## config.mk

```make
export PLATFORM = sky130hd
export DESIGN_NAME = traffic_phase_sequencer
export DESIGN_NICKNAME = d
export VERILOG_FILES = /design/src/rtl/traffic_phase_sequencer.sv
export SDC_FILE = /design/constraint.sdc
export NUM_CORES = 1
export LEC_CHECK = 0
export ABC_AREA = 0
export BUFFER_PORTS_ARGS = -buffer_cell sky130_fd_sc_hd__buf_2
export CORE_MARGIN = 2
export CORE_UTILIZATION = 55
export CTS_CLUSTER_DIAMETER = 60
export DETAILED_ROUTE_END_ITERATION = 16
export PLACE_DENSITY = 0.81
export SLEW_MARGIN = 20
export SYNTH_ARGS = -nofsm -noshare
export SYNTH_HDL_FRONTEND = slang
export SYNTH_SLANG_ARGS = --single-unit
```

## constraint.sdc

```tcl
create_clock -name clk -period 3.6 [get_ports clk]
set_input_delay 0.54 -clock clk [delete_from_list [all_inputs] [get_ports clk]]
set_output_delay 0.54 -clock clk [all_outputs]
set_load 0.02 [all_outputs]
```

## src/rtl/traffic_phase_sequencer.sv

```systemverilog
// Timed right-of-way scheduler for a highway / country-road junction with a pedestrian crossing.
// Light heads, walk lamp and phase are registered and change on the same edge as the state.
module traffic_phase_sequencer #(
  parameter int CNT_W         = 5,
  parameter int MIN_GREEN_CYC = 8,
  parameter int YEL_CYC       = 3,
  parameter int ALLRED_CYC    = 2,
  parameter int MAX_CTRY_CYC  = 16,
  parameter int WALK_CYC      = 6
) (
  input  logic       clk,
  input  logic       rst,
  input  logic       x,
  input  logic       ped_req,
  output logic [1:0] highway_light,
  output logic [1:0] country_light,
  output logic       walk,
  output logic       ped_pending,
  output logic [2:0] phase
);

  localparam logic [2:0] HW_GREEN    = 3'd0;
  localparam logic [2:0] HW_YELLOW   = 3'd1;
  localparam logic [2:0] ALLRED_A    = 3'd2;
  localparam logic [2:0] CTRY_GREEN  = 3'd3;
  localparam logic [2:0] CTRY_YELLOW = 3'd4;
  localparam logic [2:0] ALLRED_B    = 3'd5;
  localparam logic [2:0] WALK        = 3'd6;

  localparam logic [1:0] LT_RED    = 2'b00;
  localparam logic [1:0] LT_YELLOW = 2'b01;
  localparam logic [1:0] LT_GREEN  = 2'b10;

  localparam logic [CNT_W-1:0] MIN_G_LAST  = CNT_W'(MIN_GREEN_CYC - 1);
  localparam logic [CNT_W-1:0] YEL_LAST    = CNT_W'(YEL_CYC - 1);
  localparam logic [CNT_W-1:0] ALLRED_LAST = CNT_W'(ALLRED_CYC - 1);
  localparam logic [CNT_W-1:0] CTRY_LAST   = CNT_W'(MAX_CTRY_CYC - 1);
  localparam logic [CNT_W-1:0] WALK_LAST   = CNT_W'(WALK_CYC - 1);
  localparam logic [CNT_W-1:0] TIMER_MAX   = {CNT_W{1'b1}};

  logic [2:0]       r_state;
  logic [CNT_W-1:0] r_timer;
  logic             r_tgt;
  logic             r_ped;
  logic [1:0]       r_hw_light;
  logic [1:0]       r_ct_light;
  logic             r_walk;
  logic [2:0]       w_next;
  logic             w_change;
  logic [4:0]       w_lights;

  // {highway, country, walk} for a state; unused code shows the safe highway-green pattern
  function automatic logic [4:0] decode_lights(input logic [2:0] st);
    logic [4:0] lt;
    case (st)
      HW_GREEN:    lt = {LT_GREEN,  LT_RED,    1'b0};
      HW_YELLOW:   lt = {LT_YELLOW, LT_RED,    1'b0};
      ALLRED_A:    lt = {LT_RED,    LT_RED,    1'b0};
      CTRY_GREEN:  lt = {LT_RED,    LT_GREEN,  1'b0};
      CTRY_YELLOW: lt = {LT_RED,    LT_YELLOW, 1'b0};
      ALLRED_B:    lt = {LT_RED,    LT_RED,    1'b0};
      WALK:        lt = {LT_RED,    LT_RED,    1'b1};
      default:     lt = {LT_GREEN,  LT_RED,    1'b0};
    endcase
    return lt;
  endfunction

  // Next-state selection from the phase timer and requests
  always_comb begin
    w_next = r_state;
    case (r_state)
      HW_GREEN:    if ((r_timer >= MIN_G_LAST) && (x || r_ped)) w_next = HW_YELLOW;
                   else w_next = HW_GREEN;
      HW_YELLOW:   if (r_timer == YEL_LAST) w_next = ALLRED_A;
                   else w_next = HW_YELLOW;
      ALLRED_A:    if (r_timer == ALLRED_LAST) w_next = r_tgt ? CTRY_GREEN : WALK;
                   else w_next = ALLRED_A;
      CTRY_GREEN:  if (!x || (r_timer == CTRY_LAST)) w_next = CTRY_YELLOW;
                   else w_next = CTRY_GREEN;
      CTRY_YELLOW: if (r_timer == YEL_LAST) w_next = ALLRED_B;
                   else w_next = CTRY_YELLOW;
      ALLRED_B:    if (r_timer == ALLRED_LAST) w_next = r_ped ? WALK : HW_GREEN;
                   else w_next = ALLRED_B;
      WALK:        if (r_timer == WALK_LAST) w_next = HW_GREEN;
                   else w_next = WALK;
      default:     w_next = HW_GREEN;
    endcase
  end

  assign w_change = (w_next != r_state);
  assign w_lights = decode_lights(w_next);

  // State, timer and target; the timer holds at its maximum so an idle highway green never wraps
  always_ff @(posedge clk) begin
    if (rst) begin
      r_state <= HW_GREEN;
      r_timer <= '0;
      r_tgt   <= 1'b0;
    end else begin
      r_state <= w_next;
      if (w_change) begin
        r_timer <= '0;
      end else if (r_timer != TIMER_MAX) begin
        r_timer <= r_timer + {{(CNT_W-1){1'b0}}, 1'b1};
      end else begin
        r_timer <= r_timer;
      end
      if ((r_state == HW_GREEN) && (w_next == HW_YELLOW)) begin
        r_tgt <= x;
      end else begin
        r_tgt <= r_tgt;
      end
    end
  end

  // Pedestrian latch: a press on the WALK entry edge wins over the clear
  always_ff @(posedge clk) begin
    if (rst) begin
      r_ped <= 1'b0;
    end else if (ped_req) begin
      r_ped <= 1'b1;
    end else if ((w_next == WALK) && (r_state != WALK)) begin
      r_ped <= 1'b0;
    end else begin
      r_ped <= r_ped;
    end
  end

  // Registered light heads decoded from the upcoming state
  always_ff @(posedge clk) begin
    if (rst) begin
      r_hw_light <= LT_GREEN;
      r_ct_light <= LT_RED;
      r_walk     <= 1'b0;
    end else begin
      r_hw_light <= w_lights[4:3];
      r_ct_light <= w_lights[2:1];
      r_walk     <= w_lights[0];
    end
  end

  assign highway_light = r_hw_light;
  assign country_light = r_ct_light;
  assign walk          = r_walk;
  assign ped_pending   = r_ped;
  assign phase         = r_state;

endmodule

```

==> impl_metrics.py, run 1 <==
metrics = {
    "cells_and_area": {
        "final_area_um2": 968.4,
        "postLayoutCoreUtil_pct": 63.55,
        "antenna_cells": 0,
        "syn2layout_area_growth_pct": 7.500,
        "nets": 117,
        "num-fill-cells": 138,
        "drive_gt1_share_pct": 23.36,
    },
    "synthesis": {
        "ys_seq_elements": 15,
        "yosysWarnings": 0,
        "synth_top_area_share_pct": 33.33,
        "netlist_area_um2": 900.9,
        "postSynthNetCount": 105,
        "yosysMostFrequentCell": "dfxtp_1",
        "synth_edf_count": 0,
        "synthCells": 96,
        "synth.top_cells.by_count": "15 x dfxtp_1, 11 x nor2_1, 8 x inv_1",
        "ys_types": 38,
        "synth_area_leaders": "dfxtp_1 33%, ha_1 6.9%, nor2_1 4.6%",
        "synthFlopType": "dfxtp_1",
        "postSynth.asyncResetShare_pct": 0,
        "netlist.top_cell.by_area": "dfxtp_1",
        "avgSynthCellArea_um2": 9.384,
        "yosysSeqAreaShare_pct": 33.33,
    },
    "detailed_routing": {
        "via_per_inst": 5.764,
        "drt-pass1-iter-count": 4,
        "dr.first_iter.drc_count": 26,
        "antenna_left": 0,
        "drc": 0,
        "wire_per_inst_um": 13.94,
        "vias": 709,
        "routed_wl_mm": 1.715,
    },
    "worst_hold_path": {
        "hold_path_end": "ped_pending$_SDFFE_PP0P_",
        "worstHoldStart": "ped_req",
        "whs_path_depth": 2,
        "hp-class": "input pin to register",
    },
    "grt": {
        "grt_max_degree": 14,
        "grt_pass1_vias": 688,
        "antenna_found_initial": 0,
        "grtUsageTotal_pct": 20.72,
        "grt_pass1_wl_mm": 3.008,
        "grt-ovfl-total": 0,
    },
    "critical_path": {
        "critPathKind": "register to register",
        "crit_arrival_ns": 2.56,
        "cpMaxStageDelayCell": "dfxtp_1",
        "cp_data_required_time_ns": 3.78,
        "r2r_end": "r_timer[0]$_SDFFE_PP0P_",
        "cp_top_family": "simple AND/OR/NAND/NOR gates",
        "end_kind": "register",
        "cp_num_buf_inv": 0,
        "critPathLaunchType": "register",
        "rrSetupSlack_ns": 1.22,
        "crit_fanout": 7,
        "path_cells": "ha_1 -> and3_2 -> ha_1 -> nand2b_1 -> nor2b_1 -> a311o_1 -> a21oi_4 -> mux2i_1 -> nor4_1",
        "crit_top_cell": "ha_1",
        "regToRegStartpoint": "r_timer[0]$_SDFFE_PP0P_",
        "cpPeakStageDelay_ns": 0.36,
        "r2r_cells": 9,
        "cp.depth": 9,
    },
    "floorplanning": {
        "fp.dieW_um": 44.47,
        "dieArea_mm2": 0.001978,
        "die_h_um": 44.47,
        "start_util_pct": 59.11,
        "core_mm2": 0.001524,
        "rows": 14,
        "num_io_pins": 13,
    },
    "place": {
        "hpwl_mm": 1.327,
        "place_area_um2": 942.2,
        "place.port_buffers": 12,
        "dp_slack_ns": 1.261,
        "globalplace.congestion": 0.9462,
    },
    "power_and_ir_drop": {
        "vdd_drop_max_v": 0.0002548,
        "seqPwrFrac_pct": 57.1,
        "swShare_pct": 25.82,
        "power_density_mw_per_mm2": 329.1,
        "p_int_w": 0.0002364,
        "comb_power_share_pct": 14.5,
        "p_clk_share_pct": 28.4,
        "switchingPower_w": 0.00008229,
        "p_leak_nw": 0.4209,
    },
    "clocking": {
        "clk_pin_slew_worst_paths_ns": 0.08,
        "h-tree-depth": 1,
        "holdBufCountCts": 0,
        "cts_tree": "yes",
        "cts-root-buf": "clkbuf_4",
        "clock_sinks": 15,
        "clk_latency_ns": 0.27,
        "cts.path.max_buffers": 2,
        "postCtsSetupBuffers": 0,
        "ctsResizeCount": 0,
        "numCtsBuffers": 3,
    },
    "timing": {
        "relSlewSlack_pct": 57.02,
        "skew_ns": 0.003517,
        "fin_crit_sh_pct": 66.00,
        "finalCriticalPeriod_ns": 2.376,
        "max_freq_ghz": 0.4209,
        "slew_viol_final": 0,
        "finalSetupViolCount": 0,
        "setup_tns_ns": 0,
        "hold_viol": 0,
        "fin_ws_ns": 1.224,
        "rsz0062_at_grt": "no",
        "whs_ns": 0.5248,
        "tightest_slew_ns": 0.6439,
    },
    "flow_run": {
        "cap_violations": 0,
    },
    "status": {
        "outcome": "finished clean",
    },
}
[layer usage]
metal  share of wire (%)  up-vias  GRT usage [%]
li1                    -      357              -
met1                  48      329          26.20
met2                  47       21          35.65
met3                 3.8        2          2.857
met4                0.64        0          7.273
met5                   0        -              0
[worst max-delay path by stage]
stage                            startpoint                       to
floorplan           r_timer[0]$_SDFFE_PP0P_  r_timer[0]$_SDFFE_PP0P_
global placement    r_timer[0]$_SDFFE_PP0P_  r_timer[1]$_SDFFE_PP0P_
detailed placement  r_timer[0]$_SDFFE_PP0P_  r_timer[0]$_SDFFE_PP0P_
CTS                 r_timer[0]$_SDFFE_PP0P_  r_timer[0]$_SDFFE_PP0P_
global route        r_timer[0]$_SDFFE_PP0P_  r_timer[1]$_SDFFE_PP0P_
finish              r_timer[0]$_SDFFE_PP0P_  r_timer[0]$_SDFFE_PP0P_
[placed cells by master (no fill, tap or decap), drive strengths merged, types with 2 or more instances in the layout]
cell / netlist / layout
xor2: 3 / 3
and3: 3 / 3
xnor2: 3 / 3
ha: 5 / 5
nand3: 5 / 5
a21oi: 4 / 4
o21a: 2 / 2
buf: 3 / 12
dfxtp: 15 / 15
nor2: 12 / 12
nor4: 6 / 6
o21ai: 3 / 3
nor2b: 2 / 2
a211oi: 4 / 4
mux2i: 3 / 3
nand2: 2 / 2
clkbuf: 2 / 4
inv: 8 / 8
[area by class of cell]
cell class              instances  area [um^2]  area share, %
well taps                      16        20.02          2.067
multi-input cells              68        531.8          54.91
clock buffers                   4        26.28          2.713
repair buffers                 12        60.06          6.202
flip-flops and latches         15        300.3          31.01
inverters                       8        30.03          3.101
[stage by stage]
stage,total power (W),cells
floorplan,0.0002231,96
global placement,0.0002306,119
detailed placement,0.0002316,119
CTS,0.0003197,123
global route,0.0003393,123
finish,0.0003187,123
[state kept, by name, indices dropped and copies added, names as in the netlist]
signal         cells
country_light      2
highway_light      2
ped_pending        1
phase              3
r_tgt              1
r_timer            5
walk               1
[power groups by stage]
stage / Combinational [W] / Clock (W) / Sequential [W]
floorplan: 0.0000398 / 0 / 0.000183
global placement: 0.0000453 / 0 / 0.000185
detailed placement: 0.0000460 / 0 / 0.000186
CTS: 0.0000465 / 0.0000915 / 0.000182
global route: 0.0000522 / 0.000103 / 0.000184
finish: 0.0000463 / 0.0000905 / 0.000182
[kinds of logic (layout without fill, tap and decap cells)]
group | count (synthesis) | after routing | synth area share, %
AO/OA/AOI/OAI | 17 | 17 | 15.69
adder cells (fa/ha/maj) | 5 | 5 | 6.944
buffers and inverters | 13 | 24 | 7.638
multiplexers | 3 | 3 | 3.333
AND/OR/NAND/NOR | 37 | 37 | 25.14
XOR/XNOR | 6 | 6 | 7.918
flip-flops | 15 | 15 | 33.33
(Power assumes the default switching activity.)
==> run 2: changes to the inputs <==
--- a/config.mk
+++ b/config.mk
@@ -5,13 +5,13 @@
 export SDC_FILE = /design/constraint.sdc
 export NUM_CORES = 1
 export LEC_CHECK = 0
-export ABC_AREA = 0
+export ABC_AREA = 1
 export BUFFER_PORTS_ARGS = -buffer_cell sky130_fd_sc_hd__buf_2
 export CORE_MARGIN = 2
-export CORE_UTILIZATION = 55
+export CORE_UTILIZATION = 54
 export CTS_CLUSTER_DIAMETER = 60
 export DETAILED_ROUTE_END_ITERATION = 16
-export PLACE_DENSITY = 0.81
+export PLACE_DENSITY = 0.8
 export SLEW_MARGIN = 20
 export SYNTH_ARGS = -nofsm -noshare
 export SYNTH_HDL_FRONTEND = slang
==> constraint.sdc (replaced) <==
create_clock -name clk -period 2.3 [get_ports clk]
set_input_delay 0.345 -clock clk [delete_from_list [all_inputs] [get_ports clk]]
set_output_delay 0.345 -clock clk [all_outputs]
set_load 0.02 [all_outputs]
==> run 2 against run 1 <==
Fmax is 24% higher. Critical path type unchanged. Area after synthesis is 5.3% lower. Clock skew fell by 0.0018 ns. Critical path depth is 5 higher. Cell count increased by 37%. Critical endpoint is now r_timer[3]$_SDFFE_PP0P_. Power grew 54%.
==> impl_metrics.py, run 2 <==
metrics = {
    "status": {
        "outcome": "finished clean",
    },
    "cells_and_area": {
        "seq_area_um2": 300.3,
        "final_common_cell": "nand2_1",
        "final_area_um2": 959.7,
        "drive_gt1_share_pct": 14.47,
        "antenna_cells": 0,
        "multi_input_area_um2": 466.7,
        "syn2layout_area_growth_pct": 12.46,
        "nets": 162,
        "largest_register": "r_timer",
        "num-fill-cells": 145,
        "layout_common_cells": "37 x nand2_1, 29 x nor2_1, 21 x inv_1, 15 x dfxtp_1, 12 x buf_2",
        "largest_reg_flops": 5,
    },
    "detailed_routing": {
        "drc": 0,
        "routed_wl_mm": 1.689,
        "vias": 818,
        "drt-pass1-iter-count": 4,
        "via_per_inst": 4.869,
        "wire_per_inst_um": 10.05,
        "dr.first_iter.drc_count": 26,
        "antenna_left": 0,
    },
    "timing": {
        "whs_ns": 0.2674,
        "rsz0062_at_grt": "no",
        "tightest_slew_ns": 0.2758,
        "finalSetupViolCount": 0,
        "max_freq_ghz": 0.5214,
        "finalCriticalPeriod_ns": 1.918,
        "setup_tns_ns": 0,
        "skew_ns": 0.001686,
        "fin_crit_sh_pct": 83.38,
        "fin_ws_ns": 0.3822,
        "relSlewSlack_pct": 81.59,
        "slew_viol_final": 0,
        "hold_viol": 0,
    },
    "synthesis": {
        "synth_area_leaders": "dfxtp_1 35%, nand2_1 16%, nor2_1 13%",
        "postSynthNetCount": 145,
        "postSynth.asyncResetShare_pct": 0,
        "netlist.top_cell.by_area": "dfxtp_1",
        "synthFlopType": "dfxtp_1",
        "synth_top_area_share_pct": 35.19,
        "synth.top_cells.by_count": "37 x nand2_1, 29 x nor2_1, 21 x inv_1",
        "avgSynthCellArea_um2": 6.274,
        "synth_edf_count": 0,
        "yosysMostFrequentCell": "nand2_1",
        "ys_types": 16,
        "netlist_area_um2": 853.3,
        "yosysSeqAreaShare_pct": 35.19,
        "ys_seq_elements": 15,
        "synthCells": 136,
        "yosysWarnings": 0,
    },
    "floorplanning": {
        "fp.dieW_um": 43.75,
        "start_util_pct": 57.31,
        "dieArea_mm2": 0.001914,
        "rows": 14,
        "core_mm2": 0.001489,
        "die_h_um": 43.75,
        "num_io_pins": 13,
    },
    "clocking": {
        "h-tree-depth": 1,
        "cts.path.max_buffers": 2,
        "numCtsBuffers": 3,
        "cts_tree": "yes",
        "clk_latency_ns": 0.28,
        "postCtsSetupBuffers": 0,
        "holdBufCountCts": 0,
        "cts-root-buf": "clkbuf_4",
        "clk_pin_slew_worst_paths_ns": 0.08,
        "clock_sinks": 15,
        "ctsResizeCount": 0,
    },
    "grt": {
        "grt-ovfl-total": 0,
        "grtUsageTotal_pct": 20.53,
        "grt_pass1_vias": 695,
        "grt_max_degree": 9,
        "grt_pass1_wl_mm": 2.953,
        "antenna_found_initial": 0,
    },
    "place": {
        "hpwl_mm": 1.297,
        "globalplace.congestion": 0.8608,
        "dp_slack_ns": 0.4194,
        "place_area_um2": 933.4,
        "place.port_buffers": 12,
    },
    "power_and_ir_drop": {
        "vdd_drop_max_v": 0.0003807,
        "p_leak_nw": 0.5382,
        "power_density_mw_per_mm2": 512.8,
    },
    "critical_path": {
        "cpMaxStageDelayCell": "dfxtp_1",
        "critPathLaunchType": "register",
        "cpPeakStageDelay_ns": 0.36,
        "crit_arrival_ns": 2.10,
        "critPathKind": "register to register",
        "crit_fanout": 7,
        "path_cells": "ha_1 -> nand2_1 -> nor2_1 -> ha_1 -> nor2_1 -> inv_1 -> nand2_1 -> nand2_1 -> nor2_2 -> nand2_2 -> o21ai_0 -> inv_1 -> nand2_2 -> nor2_1",
        "end_kind": "register",
        "cp_data_required_time_ns": 2.48,
        "r2r_cells": 14,
    },
    "worst_hold_path": {
        "hp-class": "input pin to register",
        "whs_path_depth": 2,
    },
    "flow_run": {
        "cap_violations": 0,
    },
}
[run 2: power breakdown]
group	leakage (nW)	switching [W]	internal (W)
clock network	0.0150	0.0000779	0.0000673
registers	0.122	0.0000127	0.000270
logic	0.401	0.0000398	0.0000244
total	0.538	0.000130	0.000362
[run 2: critical path, delay by kind of cell (launching register included)]
| family | cells | cell delay (ns) |
|---|---|---|
| compound gates | 1 | 0.19 |
| fa+ha+maj | 2 | 0.39 |
| buf+inv | 2 | 0.12 |
| flops | 1 | 0.36 |
| simple gates | 9 | 0.76 |
[run 2: worst paths after layout]
| kind | from | endpoint | slack (ns) |
|---|---|---|---|
| hold reg to reg | r_tgt$_SDFFE_PP0P_ | r_tgt$_SDFFE_PP0P_ | 0.56 |
| setup reg to reg | r_timer[0]$_SDFFE_PP0P_ | r_timer[3]$_SDFFE_PP0P_ | 0.38 |
| setup / recovery | r_timer[0]$_SDFFE_PP0P_ | r_timer[3]$_SDFFE_PP0P_ | 0.38 |
| hold / removal | rst | walk$_SDFF_PP0_ | 0.27 |
[run 2: area by class of cell]
cell class | instances | area share [%]
inverter | 23 | 8.996
tap | 16 | 2.086
multi-input combinational | 98 | 48.63
sequential | 15 | 31.29
clock buffer | 4 | 2.738
timing repair buffer | 12 | 6.258
[run 2: metal layers]
layer / up-vias / global-route usage, % / share of wire (%)
met4: 0 / 9.091 / 1.5
met3: 5 / 3.750 / 4.9
met1: 343 / 30.21 / 52
met5: - / 0 / 0
li1: 447 / - / -
met2: 23 / 29.12 / 41
[run 2: logic make-up after synthesis]
logic type,count (synthesis),synth area share (%)
flops,15,35.19
buf+inv,23,10.12
compound gates,8,4.691
fa+ha+maj,5,7.331
xor+xnor,3,3.080
simple gates,82,39.59
[run 2: per-stage QoR]
step / instances / utilization (%) / power [W]
2_1_floorplan: 136 / - / 0.0003347
3_3_place_gp: 164 / 62.69 / 0.0003496
3_5_place_dp: 164 / 62.69 / 0.0003527
4_1_cts: 168 / 64.45 / 0.0004939
5_1_grt: 168 / 64.45 / 0.0005140
6_report: 168 / 64.45 / 0.0004921
==> run 3: changes to the inputs <==
--- a/config.mk
+++ b/config.mk
@@ -5,7 +5,7 @@
 export SDC_FILE = /design/constraint.sdc
 export NUM_CORES = 1
 export LEC_CHECK = 0
-export ABC_AREA = 1
+export ABC_AREA = 0
 export BUFFER_PORTS_ARGS = -buffer_cell sky130_fd_sc_hd__buf_2
 export CORE_MARGIN = 2
 export CORE_UTILIZATION = 54
==> constraint.sdc (replaced) <==
create_clock -name clk -period 1.9 [get_ports clk]
set_input_delay 0.285 -clock clk [delete_from_list [all_inputs] [get_ports clk]]
set_output_delay 0.285 -clock clk [all_outputs]
set_load 0.02 [all_outputs]
==> run 3 against run 2 <==
The run now ends with negative setup slack left. Worst hold slack gained 0.0032 ns. Register-to-register slack got worse by 0.58 ns. Global-route usage increased by 6.5 points.
==> impl_metrics.py, run 3 (synthesis results as in run 1) <==
metrics = {
    "timing": {
        "fin_ws_ns": -0.1958,
        "slew_viol_final": 0,
        "fin_crit_sh_pct": 110.3,
        "finalCriticalPeriod_ns": 2.096,
        "hold_viol": 0,
        "rsz0062_at_grt": "yes",
        "max_freq_ghz": 0.4772,
        "finalSetupViolCount": 11,
        "relSlewSlack_pct": 70.68,
        "skew_ns": 0.003792,
        "tightest_slew_ns": 0.4372,
        "setup_tns_ns": -1.513,
    },
    "grt": {
        "grt_pass1_vias": 844,
        "antenna_found_initial": 0,
        "grt_pass1_wl_mm": 3.829,
        "grtUsageTotal_pct": 27.00,
        "grt-ovfl-total": 0,
        "grt_max_degree": 13,
    },
    "place": {
        "place.port_buffers": 12,
        "globalplace.congestion": 0.9034,
        "place_area_mm2": 0.001142,
        "hpwl_mm": 1.696,
    },
    "clocking": {
        "clk_pin_slew_worst_paths_ns": 0.08,
        "cts_tree": "yes",
        "cts.path.max_buffers": 2,
        "h-tree-depth": 1,
        "holdBufCountCts": 0,
        "clk_latency_ns": 0.29,
        "cts-root-buf": "clkbuf_4",
        "numCtsBuffers": 3,
        "clock_sinks": 15,
    },
    "cells_and_area": {
        "num-fill-cells": 89,
        "nets": 139,
        "final_common_cell": "buf_4",
        "largest_register": "r_timer",
        "largest_reg_flops": 5,
        "final_area_mm2": 0.001291,
        "drive_gt1_share_pct": 51.16,
        "syn2layout_area_growth_pct": 43.33,
        "antenna_cells": 0,
        "layout_common_cells": "20 x buf_4, 13 x dfxtp_1, 12 x buf_2, 11 x nor2_1, 7 x inv_1",
    },
    "critical_path": {
        "cp_data_required_time_ns": 2.09,
        "regToRegStartpoint": "r_timer[0]$_SDFFE_PP0P_",
        "crit_arrival_ns": 2.29,
        "rrSetupSlack_ns": -0.20,
        "critPathKind": "register to register",
        "r2r_cells": 9,
        "crit_end": "r_timer[3]$_SDFFE_PP0P_",
        "crit_fanout": 5,
        "critPathLaunchType": "register",
        "end_kind": "register",
        "r2r_end": "r_timer[3]$_SDFFE_PP0P_",
        "crit_start": "r_timer[0]$_SDFFE_PP0P_",
    },
    "status": {
        "violations": "negative setup slack",
        "outcome": "complete, but fails checks",
    },
    "power_and_ir_drop": {
        "seqPwrFrac_pct": 49.5,
        "comb_power_share_pct": 24.3,
        "p_leak_nw": 0.5513,
        "p_clk_share_pct": 26.2,
        "power_density_mw_per_mm2": 545.5,
        "p_int_w": 0.0004964,
        "switchingPower_w": 0.0002079,
        "swShare_pct": 29.51,
        "vdd_drop_max_v": 0.0006313,
    },
    "detailed_routing": {
        "wire_per_inst_um": 19.17,
        "dr.first_iter.drc_count": 35,
        "drt-pass1-iter-count": 4,
        "drc": 0,
        "antenna_left": 0,
        "via_per_inst": 6.090,
        "vias": 883,
        "routed_wl_mm": 2.780,
    },
    "floorplanning": {
        "start_util_pct": 58.44,
        "core_mm2": 0.001541,
        "die_h_um": 44.85,
        "num_io_pins": 13,
        "rows": 14,
        "dieArea_mm2": 0.002011,
        "fp.dieW_um": 44.85,
    },
    "flow_run": {
        "cap_violations": 0,
    },
    "worst_hold_path": {
        "hp-class": "input pin to register",
        "whs_path_depth": 2,
    },
}
run 3: power groups by stage:
stage	registers [W]	clock network, W	logic (W)
floorplan	0.000350	0	0.0000784
global placement	0.000347	0	0.000130
detailed placement	0.000349	0	0.000134
CTS	0.000344	0.000180	0.000154
global route	0.000350	0.000189	0.000185
finish	0.000348	0.000184	0.000171
run 3: routing by layer:
layer | global-route usage [%] | wire, um | part of all wire, %
met5 | 0 | 0 | 0
met4 | 14.12 | 127 | 4.6
met3 | 1.200 | 143 | 5.1
met2 | 45.22 | 1373 | 49
met1 | 35.25 | 1135 | 41
run 3: metrics by stage:
step | hold slack, ns | util (%) | std cells | total power [W] | setup slack, ns
detailed placement | 0.5424 | 74.11 | 137 | 0.0004831 | -0.1680
global route | 0.2678 | 83.77 | 145 | 0.0007243 | -0.2872
CTS | 0.2558 | 81.17 | 144 | 0.0006781 | -0.1521
floorplan | 0.4310 | - | 96 | 0.0004283 | -0.08342
finish | 0.2706 | 83.77 | 145 | 0.0007043 | -0.1958
global placement | 0.5517 | 74.11 | 137 | 0.0004769 | -0.1142
run 3: worst max-delay path: stages (launching register included):
cell and delay, ns:
dfxtp_4 0.38, ha_4 0.16, and3_4 0.15, ha_4 0.15
nand2b_4 0.14, nor2b_1 0.12, a311o_1 0.34, a21oi_4 0.22
mux2i_4 0.14, nor4_2 0.18
run 3: worst min-delay path by stage:
stage	slack [ns]	startpoint	end
after global routing	0.27	ped_req	ped_pending$_SDFFE_PP0P_
after global placement	0.55	ped_req	ped_pending$_SDFFE_PP0P_
after floorplan	0.43	ped_req	ped_pending$_SDFFE_PP0P_
after CTS	0.26	ped_req	ped_pending$_SDFFE_PP0P_
final	0.27	ped_req	ped_pending$_SDFFE_PP0P_
after detailed placement	0.54	ped_req	ped_pending$_SDFFE_PP0P_
run 3: area by class of cell:
cell class | count | area [um^2] | area share [%]
Multi-Input combinational cell | 68 | 663.1 | 51.36
Tap cell | 16 | 20.02 | 1.550
Inverter | 8 | 32.53 | 2.519
Clock buffer | 4 | 26.28 | 2.035
Timing Repair Buffer | 34 | 241.5 | 18.70
Sequential cell | 15 | 307.8 | 23.84
run 3: repair_timing:
action                                  4_1_cts  5_1_grt
endpoints found under the hold margin         0        0
gates resized for setup                      10        8
pin swaps                                     4        3
setup buffers                                 3        1
cloned                                        0        0
endpoints found under the setup margin       12       12
